$ cat config.mk
export PLATFORM = sky130hd
export DESIGN_NAME = alu_decode_stage
export DESIGN_NICKNAME = d
export VERILOG_FILES = /design/src/rtl/alu_decode_stage.sv
export SDC_FILE = /design/constraint.sdc
export NUM_CORES = 1
export LEC_CHECK = 0
export CAP_MARGIN = 20
export CORE_MARGIN = 5
export CORE_UTILIZATION = 43
export CTS_CLUSTER_DIAMETER = 40
export CTS_CLUSTER_SIZE = 16
export DETAILED_ROUTE_END_ITERATION = 6
export PLACE_DENSITY_LB_ADDON = 0.15
export REMOVE_ABC_BUFFERS = 1
export SYNTH_ARGS = -nofsm -noshare
export SYNTH_HDL_FRONTEND = slang
export SYNTH_SLANG_ARGS = --single-unit
$ cat constraint.sdc
create_clock -name clk -period 2.7 [get_ports clk]
set_input_delay 0.54 -clock clk [delete_from_list [all_inputs] [get_ports clk]]
set_output_delay 0.54 -clock clk [all_outputs]
set_load 0.03 [all_outputs]
$ cat src/rtl/alu_decode_stage.sv
// alu_decode_stage: MIPS-subset decoder feeding an ALU through one valid/ready register stage.
// Rev 1.0 -- initial release.
`default_nettype none

module alu_decode_stage #(
  parameter int CNT_W = 8
) (
  input  logic             clk,
  input  logic             rst_n,
  input  logic             in_valid,
  output logic             in_ready,
  input  logic [31:0]      instr,
  input  logic [31:0]      rs_data,
  input  logic [31:0]      rt_data,
  input  logic             flush,
  output logic             out_valid,
  input  logic             out_ready,
  output logic [31:0]      X,
  output logic [31:0]      Y,
  output logic [2:0]       ALUctr,
  output logic [4:0]       wr_reg,
  output logic             wr_en,
  output logic             ill_instr,
  output logic [CNT_W-1:0] ill_count
);

  localparam logic [5:0] c_OP_RTYPE = 6'h00;
  localparam logic [5:0] c_OP_ADDI  = 6'h08;
  localparam logic [5:0] c_OP_ADDIU = 6'h09;
  localparam logic [5:0] c_OP_SLTI  = 6'h0A;
  localparam logic [5:0] c_OP_SLTIU = 6'h0B;
  localparam logic [5:0] c_OP_ORI   = 6'h0D;
  localparam logic [5:0] c_OP_LUI   = 6'h0F;

  localparam logic [5:0] c_FN_ADD   = 6'h20;
  localparam logic [5:0] c_FN_ADDU  = 6'h21;
  localparam logic [5:0] c_FN_SUB   = 6'h22;
  localparam logic [5:0] c_FN_SUBU  = 6'h23;
  localparam logic [5:0] c_FN_OR    = 6'h25;
  localparam logic [5:0] c_FN_SLT   = 6'h2A;
  localparam logic [5:0] c_FN_SLTU  = 6'h2B;

  localparam logic [CNT_W-1:0] c_CNT_MAX = '1;

  logic             out_valid_q, out_valid_d;
  logic [31:0]      x_q, x_d;
  logic [31:0]      y_q, y_d;
  logic [2:0]       ctr_q, ctr_d;
  logic [4:0]       wr_reg_q, wr_reg_d;
  logic             wr_en_q, wr_en_d;
  logic             ill_q, ill_d;
  logic [CNT_W-1:0] cnt_q, cnt_d;

  logic        w_accept;
  logic        w_nop;
  logic        w_legal;
  logic [5:0]  w_opcode;
  logic [5:0]  w_funct;
  logic [15:0] w_imm;
  logic [31:0] w_x, w_y;
  logic [2:0]  w_ctr;
  logic [4:0]  w_wr;
  logic        w_wr_en;

  assign w_opcode = instr[31:26];
  assign w_funct  = instr[5:0];
  assign w_imm    = instr[15:0];
  assign w_nop    = (instr == 32'h0);

  assign in_ready = ~out_valid_q | out_ready;
  assign w_accept = in_valid & in_ready & ~flush;

  always_comb begin
    w_x     = rs_data;
    w_y     = {{16{w_imm[15]}}, w_imm};
    w_ctr   = 3'b000;
    w_wr    = instr[20:16];
    w_legal = 1'b1;
    if (w_nop) begin
      w_x  = 32'h0;
      w_y  = 32'h0;
      w_wr = 5'd0;
    end else begin
      unique case (w_opcode)
        c_OP_RTYPE: begin
          w_y  = rt_data;
          w_wr = instr[15:11];
          unique case (w_funct)
            c_FN_ADDU: w_ctr = 3'b000;
            c_FN_ADD:  w_ctr = 3'b001;
            c_FN_SUBU: w_ctr = 3'b100;
            c_FN_SUB:  w_ctr = 3'b101;
            c_FN_OR:   w_ctr = 3'b010;
            c_FN_SLT:  w_ctr = 3'b111;
            c_FN_SLTU: w_ctr = 3'b110;
            default:   w_legal = 1'b0;
          endcase
        end
        c_OP_ADDIU: w_ctr = 3'b000;
        c_OP_ADDI:  w_ctr = 3'b001;
        c_OP_SLTI:  w_ctr = 3'b111;
        c_OP_SLTIU: w_ctr = 3'b110;
        c_OP_ORI: begin
          w_ctr = 3'b010;
          w_y   = {16'h0, w_imm};
        end
        c_OP_LUI: begin
          w_ctr = 3'b010;
          w_x   = 32'h0;
          w_y   = {w_imm, 16'h0};
        end
        default: w_legal = 1'b0;
      endcase
    end
    // Illegal words still travel down the pipe, but as an inert no-write bubble.
    if (!w_legal) begin
      w_x   = 32'h0;
      w_y   = 32'h0;
      w_ctr = 3'b000;
      w_wr  = 5'd0;
    end
  end

  assign w_wr_en = w_legal & ~w_nop & (w_wr != 5'd0);

  always_comb begin
    out_valid_d = out_valid_q;
    x_d         = x_q;
    y_d         = y_q;
    ctr_d       = ctr_q;
    wr_reg_d    = wr_reg_q;
    wr_en_d     = wr_en_q;
    ill_d       = ill_q;
    cnt_d       = cnt_q;
    if (flush) begin
      out_valid_d = 1'b0;
    end else if (w_accept) begin
      out_valid_d = 1'b1;
      x_d         = w_x;
      y_d         = w_y;
      ctr_d       = w_ctr;
      wr_reg_d    = w_wr;
      wr_en_d     = w_wr_en;
      ill_d       = ~w_legal;
      if (!w_legal && cnt_q != c_CNT_MAX) begin
        cnt_d = cnt_q + 1'b1;
      end
    end else if (out_ready) begin
      out_valid_d = 1'b0;
    end
  end

  always_ff @(posedge clk or negedge rst_n) begin
    if (!rst_n) begin
      out_valid_q <= 1'b0;
      x_q         <= 32'h0;
      y_q         <= 32'h0;
      ctr_q       <= 3'b000;
      wr_reg_q    <= 5'd0;
      wr_en_q     <= 1'b0;
      ill_q       <= 1'b0;
      cnt_q       <= '0;
    end else begin
      out_valid_q <= out_valid_d;
      x_q         <= x_d;
      y_q         <= y_d;
      ctr_q       <= ctr_d;
      wr_reg_q    <= wr_reg_d;
      wr_en_q     <= wr_en_d;
      ill_q       <= ill_d;
      cnt_q       <= cnt_d;
    end
  end

  assign out_valid = out_valid_q;
  assign X         = x_q;
  assign Y         = y_q;
  assign ALUctr    = ctr_q;
  assign wr_reg    = wr_reg_q;
  assign wr_en     = wr_en_q;
  assign ill_instr = ill_q;
  assign ill_count = cnt_q;

endmodule

`default_nettype wire

; Word-level counts from Yosys, hierarchy flattened
; Cells that the tools add are included.
[totals]
out_inout_bits = 84
inputBits = 101
regBits = 83
[classes]
n_reduce_logical = 11
n_eq_ne = 14
n_addsub = 1
n_mux = 19
n_bitwise = 9
[op_table]
columns = op, count
row1 = $mux W32, 5
row2 = $pmux W32 S3, 1
row3 = $eq A6 B6 Y1 const B, 7
row4 = $eq A6 B4 Y1 const B, 6
row5 = $logic_not A32 Y1, 1
row6 = $pmux W3 S6, 1
row7 = $mux W5, 3
row8 = $pmux W3 S5, 1
row9 = $add A8 B1 Y8 const B, 1
row10 = $ne A8 B8 Y1 const B, 1
row11 = $reduce_or A7 Y1, 1
row12 = $logic_not A6 Y1, 1
row13 = $mux W3, 2
row14 = $reduce_or A6 Y1, 1
row15 = $mux W1, 5
row16 = $reduce_bool A5 Y1, 1
row17 = $and A1 B1 Y1, 4
row18 = $not A1 Y1, 4
row19 = $reduce_and A3 Y1, 1
row20 = $reduce_bool A3 Y1, 1
row21 = $pmux W1 S2, 1
row22 = $reduce_and A2 Y1, 1
row23 = $reduce_or A2 Y1, 1
row24 = $logic_and A1 B1 Y1, 1
row25 = other kinds (2), 2

; Longest topological paths before layout
[depth]
word_depth = 8
mapped_depth = 7

; Worst setup path before layout
; Ideal clock, no wire load.
[synth_path]
path_kind = input to register
start = input instr[28]
end = register cnt_q[1], in the netlist ill_count[1]
path_slack_ns = 0.337
required_ns = 2.575
stages = 6
t_arrival_ns = 2.239
setup_time_ns = 0.125
n_path_buf = 1
cell_sequence = clkbuf_1 -> or4_4 -> nor4_1 -> nand3_1 -> nand3_1 -> mux2_2
[synth_via]
elab_chain_len = 7
elab_cells_between_ends = 14
[synth_rtl]
columns = element, line_no
row1 = "start, declared", 12  ; input logic [31:0] instr,
row2 = $eq A6 B4 Y1, 84  ; unique case (w_opcode)
row3 = $reduce_or A6 Y1 (no line), -
row4 = $pmux W1 S2, 84
row5 = $mux W1 *, 79  ; if (w_nop) begin
row6 = $logic_not A1 Y1 *, 145  ; if (!w_legal && cnt_q != c_CNT_MAX) begin
row7 = $logic_and A1 B1 Y1 *, 145
row8 = $reduce_and A3 Y1 (no line) *, -
row9 = "end signal, assigned", 171  ; cnt_q <= cnt_d;
row10 = "end, declared", 52  ; logic [CNT_W-1:0] cnt_q, cnt_d;
; Every way passes the cells marked *; elsewhere a longest branch is shown, timed or not.
; A chain may end at the register's enable or synchronous reset.

; Final worst setup path
[layout_path]
start = input out_ready
end = output in_ready
[layout_via]
elab_chain_len = 1
[layout_rtl]
columns = element, line_no
row1 = "start, declared", 17  ; input logic out_ready,
row2 = $or A1 B1 Y1, 70  ; assign in_ready = ~out_valid_q | out_ready;
row3 = "end, declared", 11  ; output logic in_ready,
; No other way between the ends.

==> results.yml <==
critical_path:
  cp.required_ns: 2.16
  crit_path_end_kind: "primary output"
  r2r_slack_ns: 1.08
  critPathLaunchType: "primary input"
  arrival_ns: 1.81
  r2r-start: "out_valid"
  cp_max_fo: 3
  path_class: "primary input to primary output"
  worst_r2r_path_depth: 7
  r2r-end: "ill_count[7]"
yosys:
  synth_seq_area_share_pct: 56.1
  yosysUniqueCellTypes: 38
  ys_ff_latch: 83
  synth_ff_type: "dfrtp_1"
  synth_edf_count: 0
  syn_avg_cell_area_um2: 12.2
  ys_warn_count: 0
  synth.cell_area_um2: 3700
  synth_cells: 304
  ys_async_sr_fraction_pct: 100
placed_design:
  port_buffers: 184
  hpwl_um: 8840
  placed_cells: 598
  gp_congestion: 0.849
floorplan:
  row_count: 33
  start_util_pct: 44.6
  die_w_um: 103
  die_area_um2: 10600
  core_area_um2: 8300
  fp.dieH_um: 103
  io_pins: 185
drt:
  wirelength_um: 11800
  final_antenna_net_count: 0
  drt_iter0_drc: 123
  vias: 3470
  drc: 0
  vias_per_cell: 5.65
  drt_pass1_iterations: 4
  wl_per_cell_um: 19.2
power:
  vdd_ir_drop_max_v: 0.000667
  p_leak_nw: 2.64
  finalPower_mw: 3.20
  p_per_area_nw_per_um2: 526
sta:
  whs_ns: 0.186
  final_hold_viol_count: 0
  worstMarginPinSlew_ns: 0.621
  min_period_over_period_pct: 87.0
  period_minus_slack_ns: 2.35
  finalSetupViolCount: 0
  fmax_ghz: 0.426
  maxSlewViolCount: 0
  grt_setup_unrepaired: "no"
  clock_skew_ns: 0.0163
  slew_headroom_pct: 58.6
status:
  status: "complete, no violations"
global_route:
  grt_max_degree: 63
  grt_pass1_vias: 3575
  grt_antenna_before_repair: 1
  grt_pass1_wl_um: 18500
  gr-total-overflow: 0
  grtUsageTotal_pct: 22.5
cts:
  cts.path.max_buffers: 2
  cts_root_buffer: "clkbuf_8"
  clkSlewWorstSetupHoldPaths_ns: 0.09
  ctsHoldBuffers: 0
  insertion_delay_ns: 0.36
  cts_tree: "done"
  post_cts_resize_count: 0
  cts_setup_buffers: 0
  htree_levels: 3
  cts.sinks: 83
  cts_made_buffers: 9
job:
  drv_cap: 0
cells_and_area:
  syn_to_final_growth_pct: 64.0
  drive_gt1_share_pct: 10.8
  finalNetCount: 606
  layout.cells.non_filler: 614
  fin_util_pct: 73.2
  final_cell_mix: "clkdlybuf4s50_1 (183), dfrtp_1 (83), a22o_1 (80)"
  layout_commonest_cell: "clkdlybuf4s50_1"
  diodes: 0
min_path:
  holdCritPathClass: "primary input to async pin"
[metrics by stage]
stage / setup TNS (ns) / instance area, µm² / setup slack, ns
floorplan: -93.81 / 3600 / -1.60
global placement: 0 / 5850 / 0.0782
detailed placement: 0 / 5850 / 0.0212
CTS: 0 / 6080 / 0.337
global route: 0 / 6080 / 0.288
finish: 0 / 6080 / 0.351
[critical path, stage by stage]
cell	delay, ns
clkdlybuf4s50_1	0.44
nand2b_1	0.14
clkdlybuf4s50_1	0.69
[worst max path at each step]
stage | start | end | slack, ns | cells past startpoint
after floorplan | out_ready | X[0] | -1.60 | 4
after global placement | instr[27] | ill_count[1] | 0.08 | 6
after detailed placement | instr[27] | ill_count[1] | 0.02 | 6
after CTS | out_ready | in_ready | 0.34 | 3
after global routing | instr[27] | ill_count[1] | 0.29 | 6
final | out_ready | in_ready | 0.35 | 3
[layer usage]
layer	part of all wire [%]	vias up	GRT usage [%]	wire [µm]
li1	-	1596	-	-
met3	10	15	6.36	1190
met1	41	1702	29.7	4840
met5	0.17	-	0	20
met4	1.3	2	6.77	158
met2	47	155	36.3	5600
[cells in the mapped netlist (all sizes together) (2+ instances only)]
library cell  count  area [µm²]
clkbuf           15        56.3
mux2i             6        60.1
nor2b             3        18.8
nand2b            2        12.5
or4               3        26.3
o21ai             4        20.0
nand3             7        35.0
a22o             80         701
and3              3        18.8
a21oi             6        30.0
xnor2             7        61.3
nor3              5        41.3
nor4              5        31.3
a221o            16         160
dfrtp            83        2080
nor2             11        53.8
inv               4        15.0
buf               9        43.8
nand4             7        43.8
nand2            12        45.0
o31ai             5        37.5
[final cells by class]
type	count	area (µm²)
clock inverters	5	85.1
flip-flops and latches	83	2080
multi-input cells	193	1520
well taps	105	131
clock buffers	11	141
fillers	600	2220
inverters	4	15.0
repair buffers	213	2110
[kinds of logic after synthesis]
kind of cell    Yosys count  share of synthesized area (%)
simple gates             63                           9.86
buf+inv                  28                           3.11
xor+xnor                  7                           1.65
flops                    83                           56.1
mux                       7                           1.93
fa+ha+maj                 1                          0.338
compound gates          115                           27.1
[where the power goes]
group          internal (mW)  total [mW]  switching, mW
sequential              1.33        1.40         0.0763
combinational          0.393       0.778          0.385
clock                  0.552        1.01          0.461
total                   2.27        3.20          0.923
Power figures use the tool's default switching activity.
